## src/rtl/controller_poller.sv

```systemverilog
// Serial game-pad poller: latches both pads, shifts 8 bits each, commits atomically.
// Player-2 capture is built only when CONTROLLER_POLLER_P2_EN is defined.
//
// state    | meaning
// IDLE     | waiting for start; pads quiet
// LATCH    | pad_latch high for 2*CLK_DIV cycles
// WAIT_LO  | pad_clk low for CLK_DIV cycles, samples bit k on last cycle
// PULSE_HI | pad_clk high for CLK_DIV cycles
// COMMIT   | shift registers copied to result registers, valid set
module controller_poller #(
  parameter int CLK_DIV = 64
) (
  input  logic       clk_12_5875,
  input  logic       rst,
  input  logic       start,
  input  logic       SELECT_controller,
  input  logic       reg_sel,
  input  logic       write_enable,
  output logic [7:0] data_out,
  output logic       data_oe,
  output logic       pad_latch,
  output logic       pad_clk,
  input  logic       pad_data1,
  input  logic       pad_data2,
  output logic       busy,
  output logic       valid
);

  typedef enum logic [2:0] {IDLE, LATCH, WAIT_LO, PULSE_HI, COMMIT} state_t;

  localparam logic [7:0] DIV_LOAD = 8'(CLK_DIV - 1);

  state_t     state, state_nxt;
  logic [7:0] div_cnt;
  logic [2:0] k;
  logic       div_tc;
  logic [7:0] shift1, res1, res2;

  assign div_tc = (div_cnt == 8'd0);

  always_ff @(posedge clk_12_5875) begin
    if (rst) state <= IDLE;
    else     state <= state_nxt;
  end

  always_comb begin
    state_nxt = state;
    pad_latch = 1'b0;
    pad_clk   = 1'b0;
    busy      = 1'b1;
    case (state)
      IDLE: begin
        busy = 1'b0;
        if (start) state_nxt = LATCH;
      end
      LATCH: begin
        pad_latch = 1'b1;
        // k[0] marks the second half of the double-length latch window
        if (div_tc && k[0]) state_nxt = WAIT_LO;
      end
      WAIT_LO: begin
        if (div_tc) state_nxt = (k == 3'd7) ? COMMIT : PULSE_HI;
      end
      PULSE_HI: begin
        pad_clk = 1'b1;
        if (div_tc) state_nxt = WAIT_LO;
      end
      COMMIT: state_nxt = IDLE;
      default: begin
        state_nxt = IDLE;
        busy      = 1'b0;
      end
    endcase
  end

  always_ff @(posedge clk_12_5875) begin
    if (rst) begin
      div_cnt <= 8'd0;
      k       <= 3'd0;
      shift1  <= 8'h00;
      res1    <= 8'h00;
      valid   <= 1'b0;
    end else begin
      case (state)
        IDLE: begin
          if (start) begin
            div_cnt <= DIV_LOAD;
            k       <= 3'd0;
          end
        end
        LATCH: begin
          if (div_tc) begin
            div_cnt <= DIV_LOAD;
            k       <= k[0] ? 3'd0 : 3'd1;
          end else begin
            div_cnt <= div_cnt - 8'd1;
          end
        end
        WAIT_LO: begin
          if (div_tc) begin
            shift1[k] <= ~pad_data1;
            if (k != 3'd7) begin
              k       <= k + 3'd1;
              div_cnt <= DIV_LOAD;
            end
          end else begin
            div_cnt <= div_cnt - 8'd1;
          end
        end
        PULSE_HI: begin
          if (div_tc) div_cnt <= DIV_LOAD;
          else        div_cnt <= div_cnt - 8'd1;
        end
        COMMIT: begin
          res1    <= shift1;
          valid   <= 1'b1;
          k       <= 3'd0;
          div_cnt <= 8'd0;
        end
        default: begin
          div_cnt <= 8'd0;
          k       <= 3'd0;
        end
      endcase
    end
  end

`ifdef CONTROLLER_POLLER_P2_EN
  logic [7:0] shift2;

  always_ff @(posedge clk_12_5875) begin
    if (rst) begin
      shift2 <= 8'h00;
      res2   <= 8'h00;
    end else begin
      if (state == WAIT_LO && div_tc) shift2[k] <= ~pad_data2;
      if (state == COMMIT)            res2      <= shift2;
    end
  end
`else
  logic unused_pad_data2;
  assign unused_pad_data2 = pad_data2;
  assign res2 = 8'h00;
`endif

  assign data_oe  = SELECT_controller & ~write_enable;
  assign data_out = data_oe ? (reg_sel ? res2 : res1) : 8'h00;

endmodule

```

## config.mk

```make
export PLATFORM = sky130hd
export DESIGN_NAME = controller_poller
export DESIGN_NICKNAME = d
export VERILOG_FILES = /design/src/rtl/controller_poller.sv
export SDC_FILE = /design/constraint.sdc
export NUM_CORES = 1
export LEC_CHECK = 0
export CORE_ASPECT_RATIO = 2
export CORE_MARGIN = 3
export CORE_UTILIZATION = 50
export DETAILED_ROUTE_END_ITERATION = 7
export PLACE_DENSITY = 0.84
export SLEW_MARGIN = 20
export SYNTH_ARGS = -nofsm -noshare
export SYNTH_HDL_FRONTEND = slang
export SYNTH_SLANG_ARGS = --single-unit
```

## constraint.sdc

```tcl
create_clock -name clk_12_5875 -period 4.6 [get_ports clk_12_5875]
set_clock_uncertainty 0.15 [all_clocks]
set_input_delay 1.38 -clock clk_12_5875 [delete_from_list [all_inputs] [get_ports clk_12_5875]]
set_output_delay 1.38 -clock clk_12_5875 [all_outputs]
set_load 0.005 [all_outputs]
```

==> results.md <==
* Final hold viol count at 0
* DRT antenna net count at 0
* Period utilization at 96.18%
* Flops & latches, synth at 31
* Total track usage at 20.80%
* # Max-Cap Violations at 0
* Fin cells at 235
* Worst-path clk slew at 0.06 ns
* Setup bufs post-CTS at 0
* Synth cell count leaders: dfxtp_1, nand2_1, a21oi_1
* RSZ-0062 raised after global routing: no
* Count leader, synth: dfxtp_1
* Total power at 0.5964 mW
* Area leader, netlist: dfxtp_1
* DIE HEIGHT at 85.63 µm
* Post-cts resize count at 0
* GPL Wtd Cong at 0.8925
* Share of layout cells above drive strength 1 at 10.73%
* Vias in the first global route at 1383
* Max Freq at 226.0 MHz
* DRT Pass-1 Iters at 4
* Cts bufs inserted at 5
* Number of synthesized flops with an enable pin at 0
* I/O Buffers at 19
* Clk Latency, worst-skew pair at 0.28 ns
* Slew margin rel. at 50.67%
* Synth warn at 0
* Hold_buf cts at 0
* I/O Pins at 21
* Slew Viols, Final at 0
* Global-route wire length before repair at 5975 µm
* Pin count of the biggest net entering global routing at 25
* Max clock buf depth at 2
* First-iteration detailed-routing DRC count at 38
* Area growth from synthesis to layout at 18.31%
* Synthesized cell area at 0.001585 mm²
* Main flop type after synthesis: dfxtp_1
* Initial Util at 52.62%
* Count of final setup violators at 0
* GR Overflow Total at 0
* Crit Path Class: primary input to primary output
* Peak supply drop at 0.2811 mV
* Post-Synthesis Cells at 187
* Status: complete, no violations
* WP data required at 3.07 ns
* Crit-path max FO at 8
* Yosys cell types at 52
* Final WL at 3598 µm
* DR WL/cell at 15.31 µm
* Pwr dens at 318.0 mW/mm²
* Async set or reset register ratio after synthesis at 0%
* CTS tree: yes
* Clk sinks at 31
* Synth top area cells: dfxtp_1, a21oi_1, nand2_1
* Sequential share of the synthesized area at 39.15%
* Htree depth at 2
* Synth Net Count at 198
* Post-synth top area share at 39.15%
* N_diodes at 0
* Root buffer cell: clkbuf_8
* Rows at 28
* P_leak at 0.6352 nW
* Avg Cell Area, Syn at 8.477 µm²
* Setup TNS at 0 ns
* Hpwl dp at 2674 µm
* DRC at 0
* Core area at 0.003013 mm²
* Overall die width at 45.82 µm
* Placed Cells at 227
* Critical path endpoint category: primary output
* CP Launch Type: primary input
* Worst-Margin Slew at 0.7400 ns
* Final net count at 215
* Die area at 0.003923 mm²
* Via count at 1430
* Via density at 6.085
* Initial antenna violation count at 0
* Crit path time final at 4.424 ns
* Worst min path class: register to register
* Worst path arrival time at 2.89 ns
cells in the final DEF (no fill, tap or decap), drive strengths merged, types with 2 or more instances in the layout:
master and n:
ha 3, inv 4, nor3 7, mux2i 3, and2 10, nor2 13
clkbuf 8, o31ai 6, o21ai 3, clkdlybuf4s50 19, a21o 2, a32o 2
a31oi 2, a21oi 21, dfxtp 31, buf 2, nand2 24, nor4 3
or2 3, nor4b 2, or3b 2, or4 3, or3 3, a211oi 2
nand2b 2, nor3b 3, nor2b 3, a311oi 3, nand3 2
sequential cells by signal, indices dropped and copies added (netlist names):
register	count
k	3
state	3
div_cnt	8
shift1	8
res1	8
valid	1
path summary, 6_finish.rpt:
check                       startpoint                   end  slack, ns  depth (start not counted)
setup / recovery     SELECT_controller           data_out[0]       0.18                          6
hold / removal    res1[0]$_SDFFE_PP0N_  res1[0]$_SDFFE_PP0N_       0.30                          2
setup reg to reg     k[1]$_SDFFE_PP0P_     k[1]$_SDFFE_PP0P_       2.29                          6
hold reg to reg   res1[0]$_SDFFE_PP0N_  res1[0]$_SDFFE_PP0N_       0.30                          2
worst max-delay path, cell delays in order:
cell and delay [ns]:
clkdlybuf4s50_1 0.45, nor2b_1 0.15, nor2b_1 0.16, buf_4 0.15
and2_1 0.12, clkdlybuf4s50_1 0.49
report_power, final:
part / switching, mW / internal (mW) / total (mW)
Clock: 0.0985 / 0.136 / 0.235
Combinational: 0.0443 / 0.0307 / 0.0749
Sequential: 0.0105 / 0.276 / 0.287
metal layers:
| metal | GRT usage [%] | part of all wire [%] | vias to the layer above |
|---|---|---|---|
| li1 | - | - | 711 |
| met1 | 18.97 | 35 | 656 |
| met2 | 37.83 | 56 | 46 |
| met3 | 4.202 | 4.2 | 17 |
| met4 | 13.73 | 4.9 | 0 |
| met5 | 0 | 0 | - |
kinds of logic (layout without fill, tap and decap cells):
logic type,Yosys count,after routing,synth area share [%]
compound gates,47,47,20.36
buf+inv,15,33,4.261
simple gates,87,87,31.41
mux,3,3,1.894
flops,31,31,39.15
fa+ha+maj,3,3,2.368
xor+xnor,1,1,0.5526
stage by stage:
stage	util, %	setup slack, ns	instance area [µm²]	hold slack, ns
after floorplan	-	1.083	1585	0.2784
after global placement	58.93	0.2040	1775	0.2878
after detailed placement	58.93	0.1404	1775	0.2937
after CTS	62.25	0.1358	1876	0.3023
after global routing	62.25	0.05004	1876	0.3252
final	62.25	0.1758	1876	0.2991
cell type report:
type	count	area, µm²
timing repair buffer	21	205.2
clock buffer	8	100.1
tap	30	37.54
multi-input combinational	141	897.1
sequential	31	620.6
fill	274	1137
inverter	4	15.01
No activity file was read; power rests on OpenSTA's default activity.
